`src/rtl/alu_mul_sequencer.sv`:
```
// rtl/alu_mul_sequencer.sv - unsigned 8x8 shift-add multiplier that sequences the shared 8-bit ALU
module alu_mul_sequencer #(
    parameter int WIDTH = 8
) (
    input  logic               Clk,
    input  logic               Reset_n,
    input  logic               Start,
    input  logic [WIDTH-1:0]   MultA,
    input  logic [WIDTH-1:0]   MultB,
    input  logic [WIDTH-1:0]   AluOut,
    output logic [WIDTH-1:0]   AluA,
    output logic [WIDTH-1:0]   AluB,
    output logic [2:0]         AluOp,
    output logic               AluEn,
    output logic               Busy,
    output logic               Done,
    output logic [2*WIDTH-1:0] Product
);

    localparam logic [2:0] MC_ADD = 3'd0;
    localparam logic [2:0] MC_LSR = 3'd5;

    typedef enum logic [2:0] {
        IDLE,
        ADD,
        SHH,
        SHL,
        DONE
    } state_t;

    state_t           state_q, state_d;
    logic [WIDTH-1:0] mcand_q, mcand_d;
    logic [WIDTH-1:0] hi_q, hi_d;
    logic [WIDTH-1:0] lo_q, lo_d;
    logic             c_q, c_d;
    logic             hb0_q, hb0_d;
    logic [2:0]       cnt_q, cnt_d;
    logic [WIDTH-1:0] alu_a_q, alu_a_d;
    logic [WIDTH-1:0] alu_b_q, alu_b_d;
    logic [2:0]       alu_op_q, alu_op_d;
    logic             alu_en_q, alu_en_d;
    logic             busy_q, busy_d;
    logic             done_q, done_d;

    always_comb begin
        state_d = state_q;
        mcand_d = mcand_q;
        hi_d    = hi_q;
        lo_d    = lo_q;
        c_d     = c_q;
        hb0_d   = hb0_q;
        cnt_d   = cnt_q;

        case (state_q)
            IDLE: begin
                if (Start) begin
                    mcand_d = MultA;
                    lo_d    = MultB;
                    hi_d    = '0;
                    c_d     = 1'b0;
                    cnt_d   = 3'd0;
                    state_d = MultB[0] ? ADD : SHH;
                end
            end
            ADD: begin
                // The ALU drops the carry; a wrapped sum is smaller than either addend.
                hi_d    = AluOut;
                c_d     = (AluOut < hi_q);
                state_d = SHH;
            end
            SHH: begin
                hb0_d   = hi_q[0];
                hi_d    = {c_q, AluOut[WIDTH-2:0]};
                c_d     = 1'b0;
                state_d = SHL;
            end
            SHL: begin
                lo_d = {hb0_q, AluOut[WIDTH-2:0]};
                if (cnt_q == 3'd7) begin
                    state_d = DONE;
                end else begin
                    cnt_d   = cnt_q + 3'd1;
                    state_d = lo_q[1] ? ADD : SHH;
                end
            end
            DONE: begin
                state_d = IDLE;
            end
            default: begin
                state_d = IDLE;
            end
        endcase

        // Outputs are registered, so they are derived from the next state and next register values.
        alu_en_d = (state_d == ADD) || (state_d == SHH) || (state_d == SHL);
        if (state_d == SHL) begin
            alu_a_d = lo_d;
        end else if (alu_en_d) begin
            alu_a_d = hi_d;
        end else begin
            alu_a_d = '0;
        end
        if (state_d == ADD) begin
            alu_b_d = mcand_d;
        end else if (alu_en_d) begin
            alu_b_d = WIDTH'(1);
        end else begin
            alu_b_d = '0;
        end
        alu_op_d = ((state_d == SHH) || (state_d == SHL)) ? MC_LSR : MC_ADD;
        busy_d   = (state_d != IDLE);
        done_d   = (state_d == DONE);
    end

    always_ff @(posedge Clk) begin
        if (!Reset_n) begin
            state_q  <= IDLE;
            mcand_q  <= '0;
            hi_q     <= '0;
            lo_q     <= '0;
            c_q      <= 1'b0;
            hb0_q    <= 1'b0;
            cnt_q    <= 3'd0;
            alu_a_q  <= '0;
            alu_b_q  <= '0;
            alu_op_q <= MC_ADD;
            alu_en_q <= 1'b0;
            busy_q   <= 1'b0;
            done_q   <= 1'b0;
        end else begin
            state_q  <= state_d;
            mcand_q  <= mcand_d;
            hi_q     <= hi_d;
            lo_q     <= lo_d;
            c_q      <= c_d;
            hb0_q    <= hb0_d;
            cnt_q    <= cnt_d;
            alu_a_q  <= alu_a_d;
            alu_b_q  <= alu_b_d;
            alu_op_q <= alu_op_d;
            alu_en_q <= alu_en_d;
            busy_q   <= busy_d;
            done_q   <= done_d;
        end
    end

    assign AluA    = alu_a_q;
    assign AluB    = alu_b_q;
    assign AluOp   = alu_op_q;
    assign AluEn   = alu_en_q;
    assign Busy    = busy_q;
    assign Done    = done_q;
    assign Product = {hi_q, lo_q};

endmodule

```
`config.mk`:
```
export PLATFORM = sky130hd
export DESIGN_NAME = alu_mul_sequencer
export DESIGN_NICKNAME = d
export VERILOG_FILES = /design/src/rtl/alu_mul_sequencer.sv
export SDC_FILE = /design/constraint.sdc
export NUM_CORES = 1
export LEC_CHECK = 0
export ABC_CLOCK_PERIOD_IN_PS = 1820
export BUFFER_PORTS_ARGS = -buffer_cell sky130_fd_sc_hd__buf_2
export CAP_MARGIN = 10
export CORE_UTILIZATION = 45
export CTS_BUF_LIST = sky130_fd_sc_hd__clkbuf_4
export CTS_CLUSTER_DIAMETER = 80
export DETAILED_ROUTE_END_ITERATION = 6
export PLACE_DENSITY = 0.71
export SLEW_MARGIN = 20
export SYNTH_ARGS = -nofsm -noshare
export SYNTH_HDL_FRONTEND = slang
export SYNTH_SLANG_ARGS = --single-unit
```
`constraint.sdc`:
```
create_clock -name Clk -period 1.82 [get_ports Clk]
set_input_delay 0.364 -clock Clk [delete_from_list [all_inputs] [get_ports Clk]]
set_output_delay 0.364 -clock Clk [all_outputs]
set_load 0.05 [all_outputs]
```
# After elaboration in Yosys (flattened, before gate mapping)
# Index checks and enable logic that the tools add are counted.
[totals]
reg_bits = 54
input_bits = 27
output_inout_bits = 38
wordCells = 55
[op_classes]
addsub = 1
magnitude_cmp = 1
eq_ne = 10
mux = 21
n_reduce_logical = 9
[op_table]
columns = ["op", "count"]
rows = [
  ["8-bit 2-to-1 mux", 7],
  ["8-bit one-hot mux with 3 select lines", 1],
  ["8-bit one-hot mux with 2 select lines", 1],
  ["3-bit 2-to-1 mux", 5],
  ["3-bit by 2-bit equality test with 1-bit output (second input constant)", 4],
  ["3-bit one-hot mux with 4 select lines", 1],
  ["8-bit < comparator", 1],
  ["3-bit by 1-bit equality test with 1-bit output (second input constant)", 2],
  ["3-bit equality test (second input constant)", 2],
  ["3-bit one-hot mux with 2 select lines", 1],
  ["3-bit nonzero test", 2],
  ["2-bit 2-to-1 mux", 2],
  ["2-bit != test (second input constant)", 2],
  ["3-bit by 1-bit adder with 3-bit output (second input constant)", 1],
  ["3-bit zero test", 1],
  ["1-bit logical OR", 3],
  ["1-bit one-hot mux with 3 select lines", 1],
  ["3-bit AND reduction", 1],
  ["1-bit 2-to-1 mux", 2],
  ["2-bit AND reduction", 1],
  ["2-bit nonzero test", 1],
]

# Longest topological paths before layout
# Gate-level depths: netlist (run 1).
[logic_depth]
word_depth = 8
ltp_mapped = 8
ltp_nobuf = 7

# Least setup slack after synthesis (run 1)
# OpenSTA, ideal clock, no wires.
[synth_path]
path_kind = "register to register"
from = "reg hi_q[1]"
to = "reg c_q"
setup_time_ns = 0.117
t_arrival_ns = 1.494
t_required_ns = 1.703
path_slack_ns = 0.208
path_stages_with_launch = 7
path_buffers = 0
period_less_slack_ns = 1.612
cell_sequence = "dfxtp_1 > inv_1 > ha_1 > a211oi_1 > o21ai_0 > o2111ai_1 > a32o_1"
[synth_between]
elab_chain_cells = 2
[synth_lines]
columns = ["item", "line_no", "source"]
rows = [
  ["start, declared", "33", "logic [WIDTH-1:0] hi_q, hi_d;"],
  ["start signal, assigned", "133", "hi_q <= hi_d;"],
  ["8-bit < comparator", "68", "c_d = (AluOut < hi_q);"],
  ["1-bit one-hot mux with 3 select lines", "54", "case (state_q)"],
  ["end signal, assigned", "121", "c_q <= 1'b0;"],
  ["end signal, assigned", "135", "c_q <= c_d;"],
  ["end, declared", "35", "logic c_q, c_d;"],
]
# Every way passes these cells.
# A chain may end at the register's enable or synchronous reset.

# Final worst setup path (run 1)
[layout_path]
from = "reg cnt_q[0]"
to = "reg alu_a_q[0], in the netlist AluA[0]"
[layout_between]
elab_chain_cells = 8
elab_cells_between_ends = 10
cone_classes = "eq/ne: 4; mux: 4; reduce/logical: 2"
[layout_lines]
columns = ["item", "line_no", "source"]
rows = [
  ["start, declared", "37", "logic [2:0] cnt_q, cnt_d;"],
  ["start signal, assigned", "137", "cnt_q <= cnt_d;"],
  ["3-bit equality test *", "79", "if (cnt_q == 3'd7) begin"],
  ["3-bit 2-to-1 mux *", "79", ""],
  ["3-bit one-hot mux with 4 select lines *", "54", ""],
  ["3-bit by 1-bit equality test with 1-bit output or 3-bit by 2-bit equality test with 1-bit output (tied branches)", "95", "alu_en_d = (state_d == ADD) || (state_d == SHH) || (state_d == SHL);"],
  ["1-bit logical OR (2 in series)", "95", ""],
  ["8-bit 2-to-1 mux", "98", "end else if (alu_en_d) begin"],
  ["8-bit 2-to-1 mux *", "96", "if (state_d == SHL) begin"],
  ["end signal, assigned", "138", "alu_a_q <= alu_a_d;"],
  ["end, declared", "38", "logic [WIDTH-1:0] alu_a_q, alu_a_d;"],
]
# Every way passes the cells marked *; elsewhere a longest branch is shown, timed or not.

==> results.md, run 1 <==
- The flow ran to the end, and the final reports show no timing, DRC or antenna violations.
- The tightest slew margin relative to the limit is 66.5%.
- The startpoint type of the worst setup path is a flop.
- The portion of synthesized area spent on multiplexers is 0.461%.
- The die area is ~5000 sq um.
- The clock passes through at most 2 buffers.
- The post-synthesis cell type count is 41.
- The area share of the largest cell type after synthesis is a little under half.
- In this run the power density over the cells is between 1000 and 1500 nW/um^2.
- The TritonCTS buffer count is 5.
- The net total in the final layout is between 300 and 400.
- The count of placed standard cells in the final layout, fillers left out is 344.
- Summing over every cut layer, the via total after detailed routing is 1769.
- After synthesis, the share of flip-flops with an asynchronous set or reset is 0%.
- The worst hold path belongs to the class input port to flop.
- In this run the tool buffered the top-level ports with 63 buffer cells.
- The met2 global-route usage is 30.4%.
- At the worst endpoint, the arrival time is a little under 2 ns.
- Fill cells in the final layout number 421.
- The die is 71.5 um tall.
- The detail route stage leaves a number of antenna-violating nets equal to 0.
- In the synthesized netlist the dominant register cell turns out to be sky130_fd_sc_hd__dfxtp_1.
- The initial standard-cell utilization of the core is 48.2%.
- For this run, design rule violations remaining after detail routing come to 0.
- After synthesis, the largest family of logic cells by area is compound AO/OA/AOI/OAI gates.
- The count of hold buffers inserted by post-cts repair is 0.
- The worst hold path begins at MultA[2].
- The number of pins exceeding their max-slew limit in the final report is 0.
- The count of final hold-check violations is 0.
- The biggest fanout along the worst timing path is 7.
- The synthesis-to-finish area growth is 22.6%.
- The number of placed I/O pins is 65.
- The later-pin clock latency in the skew report is 0.37 ns.
- Of all cell types, the one taking the most synthesized area is sky130_fd_sc_hd__dfxtp_1.
- The cell area after synthesis is 2170 sq um.
- Clock-pin slew was measured on the worst setup and hold paths at 0.15 ns.
- The synthesized netlist devotes 22.8% of its cell area to compound gates.
- The HPWL reported at the end of detailed placement is around 3300 um.
- The overflow left after global routing is 0.
- The area of combinational cells with multiple inputs is 1020 sq um.
- Yosys attributes the largest share of cell area to sky130_fd_sc_hd__dfxtp_1, sky130_fd_sc_hd__nand2_1, sky130_fd_sc_hd__ha_1, sky130_fd_sc_hd__a21boi_1, sky130_fd_sc_hd__a22oi_1.
- The required time at the worst-slack endpoint is roughly 2.1 ns.
- For this run, the register share of the synthesized area comes to 48.0%.
- The endpoint identified for the worst register-to-register timing path is AluA[0].
- The post-synthesis instance total is ~220.
- The routed design could run at a clock period as short as 1.67 ns.
- The per-instance average area after synthesis is 9.69 sq um.
- The part of the cycle the worst path needs is 91.7%.
- The clock net in this run drives a total of 52 sinks.
- The number of nets in the synthesized netlist is 260.
- Adding up every negative setup slack in the final design gives 0 ns.
- The sequential cell area is roughly 1000 sq um.
- Entering global routing, the biggest net connects 31 pins.
- The site row count is 24.
- met2 is the most crowded layer.
- The repair_antennas step left the layout with diodes totalling 0.
- The congestion estimate from routability-driven global placement came to 0.793.
- Synthesis inferred 52 register bits.
- The number of placed instances, taps included, is approximately 340.
- In the global route stage, met3 resource usage came out at 5.49%.
- The number of violations reported at the end of detailed-routing iteration 0 is between 150 and 200.
- Counting instances, the worst hold path has a depth of 3.
- The count of flip-flops with a built-in enable after synthesis is 0.
- The area of the placeable core is between 4000 and 5000 sq um.
- The via count of the first global-routing pass is 1621.
- On the final layout, the worst clock skew is 0.00812 ns.
- The static leakage is 1.28 nW.
- Global routing used 19.3% of the available tracks across all layers.
- At the end of the flow the core is filled with cells to 59.1%.
- The worst reg-to-reg setup slack is 0.15 ns.
- The first global-routing pass estimated 7530 um of wire.
- The peak ir drop on the vdd network is 0.000518 V.
- The count of TritonRoute iterations in the first routing pass is 4.
- Across the run, the number of max-cap violations was 0.
- The element type at the critical path end is a flop.
- Static timing analysis puts the maximum clock frequency at 599 MHz.
- After Yosys synthesis, and, or, nand and nor cells account for 17.0% of the synthesized area.
- The path with the worst hold slack has its endpoint at mcand_q[2].
- After detailed routing, the average wire length per cell comes to 13.6 um.
- The root buffer cell is sky130_fd_sc_hd__clkbuf_4.
- Cells with a size suffix above 1 make up 33.2% of the layout.
- The floorplan die width is 71.5 um.
- The overall power after layout is approximately 0.0027 W.
- The path depth of the worst reg2reg path is 7.
- After detailed routing, the total wire length is 4690 um.
- In this run the critical register-to-register path is launched from cnt_q[0].
- After detailed routing, the number of vias per cell comes to 5.14.
- TritonCTS built the clock tree.
- The classification of the worst setup path is flop to flop.
- In this run the number of H-tree levels came out at 2.
- The initial antenna violation count is 0.
- Summing the areas of all fa, ha and maj instances in the mapped netlist gives 5.19% of the synthesized area.
- Setup violations remaining at the end of the flow were counted as 0.
- Setup repair after global routing left no endpoint under its margin.
- For this run, the number of Yosys warnings is 0.
- The global-route track usage on met1 is between 20% and 30%.
- Across all hold checks on the routed design, the worst slack comes to 0.222 ns.
- The transition time at the pin with the least slew margin is 0.503 ns.
- Of the total synthesized cell area, the portion taken by XOR and XNOR cells is 0.403%.
==> cells in the final DEF, fill, tap and decap left out, drive strengths merged, types with 2 or more instances in the layout <==
cell type / instances
buf: 73
dfxtp: 52
nand2: 33
a21boi: 16
inv: 15
a22oi: 10
and3: 9
ha: 9
nor2b: 8
a21oi: 7
a22o: 7
o2bb2ai: 7
clkbuf: 6
nand2b: 5
o21ai: 5
nor2: 4
and2: 3
o31ai: 3
nand3b: 2
o21a: 2
a211oi: 2
==> cell usage after synthesis (2+ instances only) <==
master / count
sky130_fd_sc_hd__dfxtp_1: 52
sky130_fd_sc_hd__o31ai_2: 2
sky130_fd_sc_hd__nand2_1: 33
sky130_fd_sc_hd__o2bb2ai_1: 7
sky130_fd_sc_hd__inv_1: 15
sky130_fd_sc_hd__a22oi_1: 10
sky130_fd_sc_hd__a21oi_1: 7
sky130_fd_sc_hd__o21ai_0: 2
sky130_fd_sc_hd__nand3b_1: 2
sky130_fd_sc_hd__nor2b_1: 8
sky130_fd_sc_hd__buf_4: 4
sky130_fd_sc_hd__ha_1: 9
sky130_fd_sc_hd__clkbuf_1: 6
sky130_fd_sc_hd__a211oi_1: 2
sky130_fd_sc_hd__nand2b_1: 5
sky130_fd_sc_hd__nor2_1: 4
sky130_fd_sc_hd__a21boi_1: 12
sky130_fd_sc_hd__and2_1: 3
sky130_fd_sc_hd__o21ai_1: 2
sky130_fd_sc_hd__o21a_1: 2
sky130_fd_sc_hd__and3_1: 9
sky130_fd_sc_hd__a22o_1: 7
sky130_fd_sc_hd__a21boi_2: 3
==> worst max path at each step <==
stage | to | slack [ns] | startpoint
after floorplan | c_q | 0.21 | hi_q[1]
after global placement | AluA[2] | 0.06 | cnt_q[0]
after detailed placement | AluA[0] | 0.05 | cnt_q[0]
after CTS | AluA[7] | 0.01 | state_q[1]
after global routing | AluA[1] | 0.03 | cnt_q[0]
final | AluA[0] | 0.15 | cnt_q[0]
==> kinds of logic (layout without fill, tap and decap cells) <==
kind of cell,Yosys count,in the layout
and+or+nand+nor,69,69
AOI/OAI and AO/OA,63,63
DFF,52,52
buffers and inverters,28,96
adders and majority gates,9,9
other,1,1
xor gates and xnor gates,1,1
muxes,1,1
==> sequential cells by signal, summed over array words and instances, names as in the netlist <==
name	flops
AluA	8
AluB	8
AluEn	1
AluOp	1
Busy	1
Done	1
c_q	1
cnt_q	3
hb0_q	1
hi_q	8
lo_q	8
mcand_q	8
state_q	3
==> layer usage <==
metal	part of all wire (%)	up-vias
met5	0	-
met4	1.1	0
met3	5.4	6
met2	46	51
met1	48	799
li1	-	913
==> timing repair <==
item / in CTS / in global routing
resized for setup: 1 / 7
endpoints found under the setup margin: 1 / 10
pin swaps: 0 / 1
setup buffers: 0 / 0
==> layout make-up <==
| cell class | instances | area share (%) |
|---|---|---|
| clock buffer | 6 | 1.69 |
| clock inverter | 2 | 1.32 |
| multi-input combinational | 144 | 38.5 |
| inverter | 15 | 2.12 |
| timing repair buffer | 73 | 14.7 |
| sequential | 52 | 39.3 |
| tap | 52 | 2.44 |
==> stage by stage <==
stage	cell area, sq um	setup WS (ns)
floorplan	2170	0.208
global placement	2550	0.0567
detailed placement	2550	0.0501
CTS	2640	0.0133
global route	2660	0.0294
finish	2660	0.151
==> report_power, final <==
part / total, W / switching (W) / internal (W)
Combinational: 0.000776 / 0.000536 / 0.000240
Sequential: 0.00128 / 0.0000530 / 0.00123
Clock: 0.000653 / 0.000349 / 0.000303
Total: 0.00271 / 0.000938 / 0.00177
==> worst max-delay path, stage by stage, from the launching register on <==
cell	delay, ns
sky130_fd_sc_hd__dfxtp_2	0.37
sky130_fd_sc_hd__ha_1	0.15
sky130_fd_sc_hd__ha_2	0.21
sky130_fd_sc_hd__nand2b_1	0.12
sky130_fd_sc_hd__a21oi_1	0.07
sky130_fd_sc_hd__a21o_2	0.24
sky130_fd_sc_hd__o21ai_4	0.28
sky130_fd_sc_hd__o2bb2ai_1	0.12
Power figures use the tool's default switching activity.
==> run 2, diff against run 1 <==
ABC_CLOCK_PERIOD_IN_PS = 1600   (was 1820)
PLACE_DENSITY = 0.81   (was 0.71)
clock period = 1.6 ns   (was 1.82 ns; I/O delays follow)
==> results.md, run 2 (synthesized netlist as in run 1, its figures left out) <==
- Result of the run: finished clean (unchanged).
- The stage delay of the slowest cell on the critical path is 0.41 ns (was 0.37 ns).
- The CTS clock-pin slew for the worst setup and hold paths is 0.13 ns (was 0.15 ns).
- The startpoint type of the worst setup path is a flop (unchanged).
- The part of the cycle the worst path needs was 97.8% (was 91.7%).
- The area of the placeable core is 4500 sq um (unchanged).
- The number of buffers on the longest clock path was 2 (unchanged).
- The max-cap violation count is 0 (unchanged).
- The worst path arrival time is 1.85 ns (was 1.93 ns).
- The root buffer cell is sky130_fd_sc_hd__clkbuf_4 (unchanged).
- The count of port buffers added during placement is 63 (unchanged).
- The count of TritonRoute iterations in the first routing pass came to 4 (unchanged).
- The total vias in the final route is 1942 (was 1769).
- The synthesis-to-finish area growth is 35.4% (was 22.6%).
- The total length of routed wires is 5330 um (was 4690 um).
- The biggest fanout along the worst timing path is 7 (unchanged).
- The via count of the first global-routing pass is 1849 (was 1621).
- The required time at the worst-slack endpoint is 1.88 ns (was 2.08 ns).
- The static leakage came to 1.40 nW (was 1.28 nW).
- Setup repair after global routing missed its margin: true (was false).
- The floorplan die width is 71.5 um (unchanged).
- The final period demand of the worst path is 1.56 ns (was 1.67 ns).
- The largest clock skew in the final design is 0.00860 ns (was 0.00812 ns).
- The final routed wire length divided by cell count is 14.6 um (was 13.6 um).
- The total routing usage reported by global routing is 21.3% (was 19.3%).
- The vertical die dimension is 71.5 um (unchanged).
- The total buffers and inverters traversed by the critical path is 2 (was 0).
- The count of hold buffers inserted by post-cts repair came to 0 (unchanged).
- The cell class contributing the biggest share of worst-path delay is compound AO/OA/AOI/OAI gates (unchanged).
- The overflow left after global routing is 0 (unchanged).
- The count of antenna-violating nets left after detailed routing is 0 (unchanged).
- The global-route wire length before repair is 8350 um (was 7530 um).
- Highest-count cells in the layout ignoring fill and taps: sky130_fd_sc_hd__buf_2, sky130_fd_sc_hd__dfxtp_1, sky130_fd_sc_hd__nand2_1 (unchanged).
- The worst setup margin is 0.0358 ns (was 0.151 ns).
- The routability congestion estimate from global placement came to 0.798 (was 0.793).
- The number of placed I/O pins is 65 (unchanged).
- The share of final-layout standard cells stronger than drive strength 1 is 45.2% (was 33.2%).
- The total placed instance area is 2680 sq um (was 2550 sq um).
- The count of final hold-check violations came to 0 (unchanged).
- The net total in the final layout was 350 (was 327).
- The HPWL reported at the end of detailed placement is 3650 um (was 3340 um).
- The classification of the worst setup path is flop to flop (unchanged).
- The cell area after layout is 2940 sq um (was 2660 sq um).
- The pin count of the biggest net entering global routing was 25 (was 31).
- The element type at the critical path end was a flop (unchanged).
- The clock tree from TritonCTS is yes (unchanged).
- The setup slack at placement is -0.116 ns (was 0.0501 ns).
- The most common cell type on the critical path is sky130_fd_sc_hd__buf_4.
- The number of levels in the clock H-tree came to 2 (unchanged).
- The site row count is 24 (unchanged).
- The number of violations reported at the end of detailed-routing iteration 0 is 151 (was 177).
- Ordered cell list for the critical path: o31ai_2 > o21ai_4 > buf_4 > o21ai_2 > buf_4 > o2bb2ai_1 (was ha_1 > ha_2 > nand2b_1 > a21oi_1 > a21o_2 > o21ai_4 > o2bb2ai_1).
- The later-pin clock latency in the skew report is 0.37 ns (about the same).
- The total power divided by cell area is 1040 nW/um^2 (was 1020 nW/um^2).
- The die area came to 5110 sq um (unchanged).
- The type of the most critical hold path is input port to flop (unchanged).
- The peak ir drop on the vdd network is 0.000442 V (was 0.000518 V).
- The number of clock sinks is 52 (unchanged).
- The slowest stage cell on the critical path is sky130_fd_sc_hd__o31ai_2 (was sky130_fd_sc_hd__dfxtp_2).
- The initial standard-cell utilization of the core is 48.2% (unchanged).
- The count of final setup violators was 0 (unchanged).
- The number of pins exceeding their max-slew limit in the final report was 0 (unchanged).
- The most frequent standard cell in the layout excluding fill and tap cells is sky130_fd_sc_hd__buf_2 (unchanged).
- The antenna diode instance count is 0 (unchanged).
- The via density per instance was 5.31 (was 5.14).
- The final routed DRC violation total is 0 (unchanged).
- The timing-limited maximum frequency is 639 MHz (was 599 MHz).
- The TritonCTS buffer count is 5 (unchanged).
- The initial antenna violation count is 0 (unchanged).
-- run 2: cell count changes in the layout (fill, tap and decap cells not counted), moves of 3 or more --
cell	before	now
sky130_fd_sc_hd__buf_4	10	30
sky130_fd_sc_hd__a21boi_1	12	6
sky130_fd_sc_hd__a21boi_2	3	9
sky130_fd_sc_hd__dfxtp_1	49	44
sky130_fd_sc_hd__dfxtp_2	3	7
sky130_fd_sc_hd__o2bb2ai_1	7	4
sky130_fd_sc_hd__o2bb2ai_2	0	3
-- run 2: where the power goes --
group / internal, W / total, W / switching (W)
clock: 0.000154 / 0.000528 / 0.000374
sequential: 0.00140 / 0.00146 / 0.0000623
combinational: 0.000382 / 0.00105 / 0.000672
total: 0.00194 / 0.00305 / 0.00111
-- run 2: layout make-up --
cell class | count | area [sq um]
sequential | 52 | 1050
multi-input combinational | 144 | 1140
timing repair buffer | 96 | 578
inverter | 15 | 56.3
tap | 52 | 65.1
clock buffer | 5 | 37.5
fill | 359 | 1560
clock inverter | 2 | 7.51
-- run 2: worst register-to-register path: stages (launching register included) --
cell and delay [ns]:
sky130_fd_sc_hd__dfxtp_2 0.40, sky130_fd_sc_hd__o31ai_2 0.42, sky130_fd_sc_hd__o21ai_4 0.11, sky130_fd_sc_hd__buf_4 0.16, sky130_fd_sc_hd__o21ai_2 0.16, sky130_fd_sc_hd__buf_4 0.16
sky130_fd_sc_hd__o2bb2ai_1 0.07
-- run 2: stage by stage --
stage                     setup TNS (ns)  utilization [%]  hold WS [ns]  power (W)  instances
after global routing              -0.220             65.3         0.180    0.00320        366
after detailed placement          -0.478             59.4         0.448    0.00241        352
final                                  0             65.3         0.177    0.00305        366
after floorplan                        0                -         0.431    0.00212        224
after CTS                      -0.000661             62.0         0.174    0.00299        362
after global placement            -0.235             59.4         0.440    0.00240        352
-- run 2: worst paths after layout --
| path | to | start | slack [ns] | cells past startpoint |
|---|---|---|---|---|
| hold / removal | mcand_q[4] | MultA[4] | 0.18 | 3 |
| setup / recovery | AluA[1] | state_q[1] | 0.04 | 6 |
| setup reg to reg | AluA[1] | state_q[1] | 0.04 | 6 |
| hold reg to reg | mcand_q[4] | mcand_q[4] | 0.46 | 2 |
-- run 2: repair_timing --
item | 4_1_cts | 5_1_grt
setup endpoints to repair | 16 | 22
pin swaps | 3 | 8
gates cloned | 1 | 0
gates resized for setup | 15 | 26
endpoints found under the hold margin | 0 | 0
buffers inserted | 2 | 4
-- run 2: routing by layer --
metal	track usage (%)	up-vias	routed length, um	part of all wire [%]
met5	0	-	0	0
met4	10.9	0	99	1.9
met3	4.78	9	278	5.2
met2	35.8	57	2680	50
met1	25.7	917	2270	43
li1	-	959	-	-
